--- config.mk ---
export PLATFORM = sky130hd
export DESIGN_NAME = dnn_layer_sequencer
export DESIGN_NICKNAME = d
export VERILOG_FILES = /design/src/rtl/dnn_pkg.sv /design/src/rtl/dnn_layer_sequencer_chk.sv /design/src/rtl/dnn_layer_sequencer_result_bank.sv /design/src/rtl/dnn_layer_sequencer.sv
export SDC_FILE = /design/constraint.sdc
export NUM_CORES = 1
export LEC_CHECK = 0
export CAP_MARGIN = 0
export CORE_ASPECT_RATIO = 2
export CORE_UTILIZATION = 44
export DETAILED_ROUTE_END_ITERATION = 8
export PLACE_DENSITY = 0.81
export SLEW_MARGIN = 5
export SYNTH_ARGS = -nofsm -noshare
export SYNTH_HDL_FRONTEND = slang
export SYNTH_HIERARCHICAL = 1
export SYNTH_SLANG_ARGS = --single-unit
--- constraint.sdc ---
create_clock -name clk -period 2.8 [get_ports clk]
set_input_delay 0.42 -clock clk [delete_from_list [all_inputs] [get_ports clk]]
set_output_delay 0.42 -clock clk [all_outputs]
set_load 0.02 [all_outputs]
--- src/rtl/dnn_pkg.sv ---
// Shared widths, sequencer state encoding and vector types for the DNN layer datapath.
package dnn_pkg;

  localparam int ACT_W = 12;
  localparam int WT_W  = 5;
  localparam int RES_W = 17;
  localparam int N_IN  = 4;

  typedef enum logic [1:0] {
    IDLE  = 2'd0,
    ISSUE = 2'd1,
    DRAIN = 2'd2,
    DONE  = 2'd3
  } seq_state_t;

  typedef logic signed [ACT_W-1:0] act_t;
  typedef logic signed [WT_W-1:0]  wt_t;
  typedef logic signed [RES_W-1:0] res_t;

  typedef act_t [N_IN-1:0] act_vec_t;
  typedef wt_t  [N_IN-1:0] wt_vec_t;

endpackage

--- src/rtl/dnn_layer_sequencer_chk.sv ---
// Simulation-only protocol checks for the layer sequencer's neuron result handshake.
module dnn_layer_sequencer_chk (
  input logic clk,
  input logic rst_n,
  input logic in_idle,
  input logic cap_full,
  input logic n_result_ready
);

  // A neuron result with no free capture slot would be silently lost
  a_no_stray_result: assert property (
    @(posedge clk) disable iff (!rst_n)
      n_result_ready |-> !(in_idle || cap_full)
  );

endmodule

--- src/rtl/dnn_layer_sequencer_result_bank.sv ---
// Indexed capture register array holding one neuron result per entry.
module result_bank
  import dnn_pkg::*;
#(
  parameter int DEPTH = 4,
  parameter int IDX_W = $clog2(DEPTH)
) (
  input  logic             clk,
  input  logic             rst_n,
  input  logic             clear,
  input  logic             we,
  input  logic [IDX_W-1:0] idx,
  input  res_t             wdata,
  output res_t [DEPTH-1:0] bank
);

  res_t [DEPTH-1:0] bank_r;

  // Clear wipes every entry; a write updates only the indexed entry
  always_ff @(posedge clk or negedge rst_n) begin
    if (!rst_n) begin
      bank_r <= '0;
    end else if (clear) begin
      bank_r <= '0;
    end else if (we) begin
      bank_r[idx] <= wdata;
    end else begin
      bank_r <= bank_r;
    end
  end

  assign bank = bank_r;

endmodule

--- src/rtl/dnn_layer_sequencer.sv ---
// Sequences one shared 4-input neuron across NUM_OUT output neurons: issues ROM reads,
// feeds weights and latched activations to the neuron, and captures results in order.
module dnn_layer_sequencer
  import dnn_pkg::*;
#(
  parameter int NUM_OUT = 4,
  parameter int IDX_W   = $clog2(NUM_OUT)
) (
  input  logic               clk,
  input  logic               rst_n,
  input  logic               start,
  input  act_vec_t           act_in,
  output logic               busy,
  output logic               done,
  output logic               wt_rd_en,
  output logic [IDX_W-1:0]   wt_addr,
  input  wt_vec_t            wt_data,
  output logic               n_input_ready,
  output act_t               n_in0,
  output act_t               n_in1,
  output act_t               n_in2,
  output act_t               n_in3,
  output wt_t                n_w0,
  output wt_t                n_w1,
  output wt_t                n_w2,
  output wt_t                n_w3,
  input  logic               n_result_ready,
  input  res_t               n_result,
  output res_t [NUM_OUT-1:0] res_bank,
  output logic               res_valid
);

  // The capture index must be able to reach NUM_OUT, one past the last entry
  localparam int CNT_W = IDX_W + 1;
  localparam logic [IDX_W-1:0] LAST_IDX = IDX_W'(NUM_OUT - 1);
  localparam logic [CNT_W-1:0] CAP_FULL = CNT_W'(NUM_OUT);
  localparam logic [CNT_W-1:0] CAP_LAST = CNT_W'(NUM_OUT - 1);

  seq_state_t       state_r, state_nxt_s;
  logic [IDX_W-1:0] issue_idx_r, issue_idx_nxt_s;
  logic [CNT_W-1:0] cap_idx_r, cap_idx_nxt_s;
  logic             busy_r, busy_nxt_s;
  logic             done_r, done_nxt_s;
  logic             rd_en_r, rd_en_nxt_s;
  logic             res_valid_r, res_valid_nxt_s;
  logic             rd_vld_r;
  act_vec_t         act_r, act_nxt_s;
  logic             cap_we_s, cap_last_s, cap_full_s;
  wt_vec_t          feed_w_s;

  // Capture qualification: results are only accepted into a free slot of an active pass
  always_comb begin
    cap_full_s = (cap_idx_r == CAP_FULL);
    cap_we_s   = n_result_ready && (state_r != IDLE) && !cap_full_s;
    cap_last_s = cap_we_s && (cap_idx_r == CAP_LAST);
  end

  // Next-state and next-register values for the pass controller
  always_comb begin
    state_nxt_s     = state_r;
    issue_idx_nxt_s = issue_idx_r;
    cap_idx_nxt_s   = cap_we_s ? (cap_idx_r + CNT_W'(1)) : cap_idx_r;
    busy_nxt_s      = busy_r;
    done_nxt_s      = 1'b0;
    rd_en_nxt_s     = rd_en_r;
    res_valid_nxt_s = res_valid_r;
    act_nxt_s       = act_r;
    case (state_r)
      IDLE: begin
        if (start) begin
          state_nxt_s     = ISSUE;
          issue_idx_nxt_s = '0;
          cap_idx_nxt_s   = '0;
          busy_nxt_s      = 1'b1;
          rd_en_nxt_s     = 1'b1;
          res_valid_nxt_s = 1'b0;
          act_nxt_s       = act_in;
        end else begin
          state_nxt_s = IDLE;
        end
      end
      ISSUE: begin
        if (issue_idx_r == LAST_IDX) begin
          state_nxt_s = DRAIN;
          rd_en_nxt_s = 1'b0;
        end else begin
          issue_idx_nxt_s = issue_idx_r + IDX_W'(1);
        end
      end
      DRAIN: begin
        // Finish on the edge that captures the last result so done lands right after it
        if (cap_last_s || cap_full_s) begin
          state_nxt_s     = DONE;
          done_nxt_s      = 1'b1;
          res_valid_nxt_s = 1'b1;
        end else begin
          state_nxt_s = DRAIN;
        end
      end
      DONE: begin
        state_nxt_s = IDLE;
        busy_nxt_s  = 1'b0;
      end
      default: begin
        state_nxt_s = IDLE;
        busy_nxt_s  = 1'b0;
        rd_en_nxt_s = 1'b0;
      end
    endcase
  end

  // Controller state, indices, latched activations and the ROM-read valid delay
  always_ff @(posedge clk or negedge rst_n) begin
    if (!rst_n) begin
      state_r     <= IDLE;
      issue_idx_r <= '0;
      cap_idx_r   <= '0;
      busy_r      <= 1'b0;
      done_r      <= 1'b0;
      rd_en_r     <= 1'b0;
      res_valid_r <= 1'b0;
      act_r       <= '0;
      rd_vld_r    <= 1'b0;
    end else begin
      state_r     <= state_nxt_s;
      issue_idx_r <= issue_idx_nxt_s;
      cap_idx_r   <= cap_idx_nxt_s;
      busy_r      <= busy_nxt_s;
      done_r      <= done_nxt_s;
      rd_en_r     <= rd_en_nxt_s;
      res_valid_r <= res_valid_nxt_s;
      act_r       <= act_nxt_s;
      rd_vld_r    <= rd_en_r;
    end
  end

  // ROM data arrives a cycle after the read, so weights pass straight through when valid
  always_comb begin
    if (rd_vld_r) begin
      feed_w_s = wt_data;
    end else begin
      feed_w_s = '0;
    end
  end

  result_bank #(
    .DEPTH (NUM_OUT),
    .IDX_W (IDX_W)
  ) u_result_bank (
    .clk   (clk),
    .rst_n (rst_n),
    .clear (1'b0),
    .we    (cap_we_s),
    .idx   (cap_idx_r[IDX_W-1:0]),
    .wdata (n_result),
    .bank  (res_bank)
  );

  dnn_layer_sequencer_chk u_chk (
    .clk            (clk),
    .rst_n          (rst_n),
    .in_idle        (state_r == IDLE),
    .cap_full       (cap_full_s),
    .n_result_ready (n_result_ready)
  );

  assign busy          = busy_r;
  assign done          = done_r;
  assign wt_rd_en      = rd_en_r;
  assign wt_addr       = issue_idx_r;
  assign res_valid     = res_valid_r;
  assign n_input_ready = rd_vld_r;
  assign n_in0         = act_r[0];
  assign n_in1         = act_r[1];
  assign n_in2         = act_r[2];
  assign n_in3         = act_r[3];
  assign n_w0          = feed_w_s[0];
  assign n_w1          = feed_w_s[1];
  assign n_w2          = feed_w_s[2];
  assign n_w3          = feed_w_s[3];

endmodule

### Word-level counts from Yosys, hierarchy flattened

Index checks and enable logic that the tools add are counted.

| storage, ports and cells | value |
|---|---|
| register bits after elaboration | 128 |
| latch bits | 0 |
| bits in writable memories | 0 |
| bits in read-only memories | 0 |
| logic and storage cells | 69 |
| memories kept | 0 |

| operators by class | value |
|---|---|
| $add $sub $neg | 2 |
| multipliers | 0 |
| div/mod/pow operators | 0 |
| $lt $le $gt $ge | 2 |
| eq/ne operators | 10 |
| shifts and indexed selects | 0 |
| mux-type cells | 23 |
| bitwise gates (word level) | 0 |
| reduce and logical (&&, ||, !) cells | 16 |

Operator list:

| kind | number |
|---|---|
| bitwise mux 68 bit | 1 |
| demux 17 bit (select 2 bit) | 1 |
| two-way mux 20 bit | 1 |
| two-way mux 17 bit | 1 |
| two-way mux 3 bit | 3 |
| AND reduction 3 bit | 3 |
| two-way mux 1 bit | 8 |
| != test 2 bit (second input constant) | 4 |
| case mux 2 bit (4 select lines) | 1 |
| nonzero test 2 bit | 4 |
| equality test 2 bit (second input constant) | 3 |
| two-way mux 2 bit | 3 |
| case mux 1 bit (2 select lines) | 3 |
| logical AND 1 bit | 4 |
| case mux 2 bit (2 select lines) | 1 |
| AND reduction 2 bit | 2 |
| adder 3 x 1 -> 3 bit (second input constant) | 1 |
| equality test 3 x 2 -> 1 bit (second input constant) | 1 |
| equality test 3 bit (second input constant) | 1 |
| less-than comparator 2 x 3 -> 1 bit (second input constant) | 1 |
| adder 2 x 1 -> 2 bit (second input constant) | 1 |
| equality test 2 x 1 -> 1 bit (second input constant) | 1 |
| greater-or-equal comparator 2 x 1 -> 1 bit (second input constant) | 1 |
| logical NOT 2 bit | 1 |
| 2 further kinds | 2 |

### Logic depth before layout (Yosys ltp)

Gate-level depths: netlist (run 1).

| depth | value |
|---|---|
| word-level depth | 7 |
| gate-level depth with buffers | 9 |
| gate-level depth less buffers | 6 |

### Hierarchy

The synthesis (run 1) kept the hierarchy.

By module, submodules not included:

| module | instances | cells an instance | area each (µm²) |
|---|---|---|---|
| result_bank | 1 | 244 | 3044.2 |
| dnn_layer_sequencer | 1 | 194 | 2827.7 |

### Least setup slack after synthesis (run 1)

Ideal clock, no wire load.

| path | value |
|---|---|
| path type | register to register |
| start | reg state_r[0] |
| end | reg u_result_bank.bank_r (netlist bit u_result_bank/bank[10]) |
| setup time | 125 ps |
| arrival time | 1875 ps |
| slack | 800 ps |
| stages on the path, launching flop included | 10 |
| path buffers | 3 |
| period minus slack after synthesis | 2000 ps |
| cell sequence | dfrtp_1 inv_1 ha_1 buf_6 nand2b_4 nor2_1 or3b_1 buf_6 buf_6 mux2i_1 |

| between the ends | value |
|---|---|
| cells in the longest elaborated chain, start to end | 3 |

RTL lines:

| what | RTL line | text |
|---|---|---|
| from (decl) | dnn_layer_sequencer.sv:39 | `seq_state_t state_r, state_nxt_s;` |
| from (signal assigned) | dnn_layer_sequencer.sv:125 | `state_r <= state_nxt_s;` |
| nonzero test 2 bit | dnn_layer_sequencer.sv:54 | `cap_we_s = n_result_ready && (state_r != IDLE) && !cap_full_s;` |
| logical AND 1 bit (2 in series) | dnn_layer_sequencer.sv:54 |  |
| net cap_we_s | dnn_layer_sequencer.sv:48 | `logic cap_we_s, cap_last_s, cap_full_s;` |
| to (signal, indexed assignment) | dnn_layer_sequencer_result_bank.sv:26 | `bank_r[idx] <= wdata;` |
| to (signal assigned) | dnn_layer_sequencer_result_bank.sv:28 | `bank_r <= bank_r;` |
| to (decl) | dnn_layer_sequencer_result_bank.sv:17 | `res_t [DEPTH-1:0] bank_r;` |

The timed path passes the listed nets, and every way through them passes these cells.
A chain may end at the register's enable or synchronous reset.

### Final worst setup path (run 1)

| path | value |
|---|---|
| start | reg rd_vld_r (netlist: n_input_ready) |
| end | out n_w2[1] |

| between the ends | value |
|---|---|
| cells in the longest elaborated chain, start to end | 1 |

RTL lines:

| what | RTL line | text |
|---|---|---|
| from (decl) | dnn_layer_sequencer.sv:46 | `logic rd_vld_r;` |
| from (signal assigned) | dnn_layer_sequencer.sv:133 | `rd_vld_r <= rd_en_r;` |
| two-way mux 20 bit | dnn_layer_sequencer.sv:139 | `if (rd_vld_r) begin` |
| to (decl) | dnn_layer_sequencer.sv:25 | `output wt_t n_w2,` |

Every way passes these cells.

==> impl_results.md, run 1 <==
* Status: complete, no violations
* Post-synthesis sequential area ratio at 0.545
* Leakage at 4.12 nW
* DR vias at 4171
* # nets final at 770
* Unrepaired setup endpoints after global routing: no
* Die area at 13800 µm²
* CTS Sinks at 128
* Initial antenna violation count at 0
* Die width at 83.7 µm
* Num rows at 59
* Crit. End Element: primary output
* MaxCap Viol Count at 0
* DRT antenna net count at 0
* CP delay by family, top: buffers and inverters
* Routed wire length at 14900 µm
* Post-CTS resize count at 0
* Synth area leaders: dfrtp_1 55%, mux2_4 12%, mux2i_1 12%
* Die H at 165 µm
* Count of warnings emitted by yosys at 6
* GPL Wtd Cong at 0.780
* First-pass GRT wire length at 23500 µm
* I/O Pins at 232
* Fin crit share at 0.805
* Post-DP HPWL at 10900 µm
* VDD IR max at 0.724 mV
* Root Buffer: clkbuf_16
* Seq. cell area at 3200 µm²
* Tightest Pin Transition at 644 ps
* Core Region at 13000 µm²
* Setup bufs post-CTS at 0
* Pwr Density at 943 nW/µm²
* CTS tree: done
* Depth of the worst register-to-register path at 7
* Total negative setup slack at 0 ps
* Clk buf depth at 2
* Top FF cell, synth: dfrtp_1
* Startpoint types: flip-flop
* Top cell type's share of synthesized area at 0.545
* Crit Path Class: reg2out
* Footprint of the multi-input gates at 2480 µm²
* Fin. max-slew vios at 0
* Diode count at 0
* Synth cell types at 33
* Post-synth EDFFs at 0
* Area growth from synthesis to layout at 51.7%
* # DRC at 0
* Most frequent cell after synthesis: dfrtp_1
* Filler cells at 956
* Worst Path Max Fanout at 21
* Critical Path AT at 1840 ps
* Starting Density at 0.452
* Fmax at 0.443 GHz
* Synth area leader: dfrtp_1
* Critical Path Max Stage Delay at 620 ps
* Layout cells sized above 1 at 0.133
* Iter 0 DRT Violations at 147
* Clock Latency Late Sink at 410 ps
* Largest net degree at the start of global routing at 60
* Reg-to-reg slack, setup at 610 ps
* Syn Inst Count at 438
* Async S/R FF share, synth at 1.00
* Dpl cells at 806
* Vias in the first global route at 4488
* Cells along the critical path: and2_1, clkdlybuf4s50_1
* Clock transition at path regs at 60 ps
* Required time worst endpoint at 2380 ps
* Crit path max-delay cell type: clkdlybuf4s50_1
* I/O Buffers at 231
* CTS H-tree depth at 4
* Mapped Area at 5870 µm²
* Final Hold Viols at 0
* Worst r2r src: state_r[0]
* Post-DR wirelength/cell at 17.8 µm
* Fin cells at 838
* DR pass1 iterations at 4
* Tmin final at 2260 ps
* Worst path buffer plus inverter count at 1
* Setup Skew at 9.87 ps
* R2r endpoint: u_result_bank/bank[13]
* GRT Total Usage at 0.219
* Vias/cell at 4.98
* Yosys reg bits at 128
* Syn avg cell area at 13.4 µm²
* CTS buffer count at 17
* Min-delay worst type: in2async
* Final setup vio count at 0
* Top cells by count, synth: 128 x dfrtp_1, 87 x nand2b_1, 70 x mux2i_1
* GRT overflow at 0
* Rel. slew slack at 0.571
* # hold bufs at CTS at 0
## through the flow
stage,hold WS [ps],setup WS (ps),util,power (mW),instance area (µm²)
after floorplan,124,800,-,4.71,5880
after global placement,431,618,0.638,6.06,8300
after detailed placement,435,547,0.638,6.16,8300
after CTS,48.6,521,0.685,8.48,8900
after global routing,75.1,407,0.685,8.79,8900
final,34.6,545,0.685,8.40,8900
## layout make-up
type | count | share of cell area
Multi-Input combinational cell | 279 | 0.278
Clock buffer | 18 | 0.0482
Clock inverter | 14 | 0.0202
Tap cell | 152 | 0.0214
Inverter | 8 | 0.00337
Timing Repair Buffer | 239 | 0.269
Sequential cell | 128 | 0.360
## where the power goes
part | switching (mW) | internal (mW)
registers | 0.339 | 2.38
logic | 1.54 | 1.87
clock network | 0.853 | 1.42
## worst max path at each step
stage	to	startpoint	slack, ps	cells after the start
4_1_cts	n_w2[1]	n_input_ready	520	2
6_report	n_w2[1]	n_input_ready	540	2
5_1_grt	n_w3[4]	n_input_ready	410	2
2_1_floorplan	u_result_bank/bank[10]	state_r[0]	800	9
3_5_place_dp	u_result_bank/bank[6]	n_result_ready	550	6
3_3_place_gp	u_result_bank/bank[11]	n_result_ready	620	6
## layout by cell type, fill, tap and decap left out, types with 2 or more instances in the layout
cell type,count
clkdlybuf4s50_1,230
dfrtp_1,128
nand2b_1,87
mux2i_1,70
mux2_4,47
and2_1,21
clkbuf_16,17
inv_1,8
ha_1,8
buf_4,7
nand2_1,6
o21ai_0,5
inv_6,5
a22o_1,4
conb_1,4
nor2_1,3
nand3b_1,3
a21oi_1,3
clkinv_4,3
bufinv_16,3
or3b_1,2
nor2b_1,2
o2bb2ai_1,2
clkinvlp_4,2
buf_12,2
## cell families after synthesis
| family | share of synthesized area |
|---|---|
| adder cells (fa/ha/maj) | 0.0170 |
| AO/OA/AOI/OAI | 0.0228 |
| AND/OR/NAND/NOR | 0.138 |
| multiplexers | 0.241 |
| flip-flops | 0.545 |
| buffers and inverters | 0.0345 |
| other | 0.000639 |
## state kept, by name, summed over array words and instances, names as in the netlist, 2 cells and up
| name | cells |
|---|---|
| u_result_bank/bank | 68 |
| n_in0 | 12 |
| cap_idx_r | 3 |
| n_in1 | 12 |
| n_in2 | 12 |
| wt_addr | 2 |
| n_in3 | 12 |
| state_r | 2 |
## metal layers
| layer | wire length [µm] | vias to the layer above | global-route usage |
|---|---|---|---|
| li1 | - | 1940 | - |
| met1 | 5670 | 2054 | 0.249 |
| met2 | 8220 | 152 | 0.395 |
| met3 | 657 | 25 | 0.0422 |
| met4 | 373 | 0 | 0.0971 |
| met5 | 0 | - | 0 |
No activity file was read; power rests on OpenSTA's default activity.
==> run 2: changes to the inputs <==
- CORE_UTILIZATION: 44 -> 40
- PLACE_DENSITY: 0.81 -> 0.78
- clock period: 2.8 -> 1.9 ns (I/O delays scaled with it)
==> run 2 against run 1 <==
- first-iteration DRC count shrank 21%
- critical path depth grew 5
- core utilization shrank 5.4 points
- die area grew 9.8%
- hold slack gained 320 ps
- largest power group unchanged
- highest routed layer unchanged
==> impl_results.md, run 2 (synthesis results as in run 1) <==
* Startpoint types: flip-flop (unchanged)
* Layout cells sized above 1 at 0.151 (was 0.133)
* Min-delay worst type: in2async (unchanged)
* CTS tree: done (unchanged)
* Placed Area at 8490 µm² (was 8300 µm²)
* I/O Pins at 232 (unchanged)
* Post-DP HPWL at 11600 µm (was 10900 µm)
* Crit path max-delay cell type: or3b_1 (was clkdlybuf4s50_1)
* Clock transition at path regs at 60 ps (about the same)
* Vias/cell at 4.75 (was 4.98)
* Footprint of the multi-input gates at 2490 µm² (was 2480 µm²)
* Depth of the worst register-to-register path at 7 (unchanged)
* Final setup vio count at 0 (unchanged)
* GRT Total Usage at 0.214 (was 0.219)
* PnR Total Power at 12.4 mW (was 8.40 mW)
* Commonest non-fill, non-tap cell in the layout: clkdlybuf4s50_1 (unchanged)
* R2r endpoint: u_result_bank/bank[3] (was u_result_bank/bank[13])
* VDD IR max at 0.919 mV (was 0.724 mV)
* Required time worst endpoint at 2180 ps (was 2380 ps)
* Critical Path AT at 2080 ps (was 1840 ps)
* # nets final at 780 (was 770)
* Fin cells at 888 (was 838)
* Seq. cell area at 3200 µm² (about the same)
* Area growth from synthesis to layout at 54.3% (was 51.7%)
* Fin. max-slew vios at 0 (unchanged)
* Crit Path Class: reg2reg (was reg2out)
* Leakage at 4.20 nW (was 4.12 nW)
* DRT antenna net count at 0 (unchanged)
* Clock Latency Late Sink at 410 ps (about the same)
* Starting Density at 0.409 (was 0.452)
* DR pass1 iterations at 4 (unchanged)
* Worst setup path start: cap_idx_r[0] (was n_input_ready)
* Tmin final at 1800 ps
* Met2 usage at 0.400 (was 0.395)
* MaxCap Viol Count at 0 (unchanged)
* Die H at 173 µm (was 165 µm)
* CTS buffer count at 17 (unchanged)
* Cells along the critical path: inv_1, ha_1, and2_1, nor2_4, or3b_1, buf_12, mux2i_2 (was and2_1, clkdlybuf4s50_1)
* Setup bufs post-CTS at 0 (unchanged)
* GRT overflow at 0 (unchanged)
* I/O Buffers at 231 (unchanged)
* GRT met1 Usage at 0.229 (was 0.249)
* Pwr Density at 1370 nW/µm² (was 943 nW/µm²)
* Initial antenna violation count at 0 (unchanged)
* Vias in the first global route at 4636 (was 4488)
* Iter 0 DRT Violations at 116 (was 147)
* Critical path endpoint: u_result_bank/bank[3] (was n_w2[1])
* Reg-to-reg slack, setup at 100 ps (was 610 ps)
* Die width at 87.7 µm (was 83.7 µm)
* Setup Skew at 9.95 ps (was 9.87 ps)
* GR Util met3 at 0.0443 (was 0.0422)
* Worst Path Max Fanout at 17 (was 21)
* Dpl cells at 855 (was 806)
* # DRC at 0 (unchanged)
* GPL Wtd Cong at 0.772 (was 0.780)
* CTS Sinks at 128 (unchanged)
* Fmax at 0.555 GHz
* GR peak layer: met2 (unchanged)
* Commonest cells after routing, fill and taps aside: 209 x clkdlybuf4s50_1, 127 x dfrtp_1, 87 x nand2b_1 (was 230 x clkdlybuf4s50_1, 128 x dfrtp_1, 87 x nand2b_1)
* Filler cells at 1130 (was 956)
* Critical Path Max Stage Delay at 390 ps (was 620 ps)
* Post-DR wirelength/cell at 17.4 µm (was 17.8 µm)
* Root Buffer: clkbuf_16 (unchanged)
* Post-Layout Inst Area at 9060 µm² (was 8900 µm²)
* CTS H-tree depth at 4 (unchanged)
* Core Region at 14400 µm² (was 13000 µm²)
* Crit. End Element: flip-flop (was primary output)
* Fin crit share at 0.949
* Die area at 15200 µm² (was 13800 µm²)
* Worst r2r src: cap_idx_r[0] (was state_r[0])
* Routed wire length at 15500 µm (was 14900 µm)
* Clk buf depth at 2 (unchanged)
* DR vias at 4218 (was 4171)
* Final Hold Viols at 0 (unchanged)
* First-pass GRT wire length at 24500 µm (was 23500 µm)
* Status: complete, no violations (unchanged)
* Num rows at 62 (was 59)
* Largest net degree at the start of global routing at 56 (was 60)
* Number of flip-flops in the largest register at 68 (unchanged)
* Diode count at 0 (unchanged)
## run 2: layer usage
metal / up-vias / part of all wire
met5: - / 0
met4: 0 / 0.022
met3: 19 / 0.047
met2: 145 / 0.56
met1: 2093 / 0.37
li1: 1961 / -
## run 2: report_power, final
group	switching [mW]	total, mW	leakage [nW]	internal (mW)
registers	0.489	3.99	1.65	3.50
logic	2.36	5.21	2.27	2.85
clock network	1.32	3.20	0.275	1.88
total	4.17	12.4	4.20	8.23
## run 2: area by class of cell
class                      instances  share of cell area
tap                              192              0.0265
timing repair buffer             249               0.277
multi-input combinational        279               0.275
clock inverter                    14              0.0159
inverter                           8             0.00331
clock buffer                      18              0.0485
sequential                       128               0.354
## run 2: critical path: cells and delay by family, from the launching register on
| family | cells | cell delay [ps] |
|---|---|---|
| flops | 1 | 350 |
| simple gates | 3 | 720 |
| fa+ha+maj | 1 | 220 |
| mux | 1 | 160 |
| buf+inv | 2 | 240 |
## run 2: stage by stage
stage,worst slack (ps),utilization,hold WS (ps),TNS (ps)
after global routing,-1.92,0.631,405,-1.92
after global placement,66.5,0.591,243,0
after floorplan,6.45,-,-10.6,0
after CTS,27.7,0.631,350,0
after detailed placement,60.6,0.591,242,0
final,96.9,0.631,354,0
## run 2: how the worst min path moves through the flow
stage | end | cells after the start
floorplan | busy | 0
global placement | u_result_bank/bank[35] | 1
detailed placement | u_result_bank/bank[51] | 1
CTS | u_result_bank/bank[35] | 2
global route | u_result_bank/bank[51] | 2
finish | u_result_bank/bank[51] | 2
## run 2: what timing repair did
item	CTS	global route
hold buffers	1	0
hold endpoints to repair	26	0
gates resized for setup	21	2
setup endpoints to repair	21	2
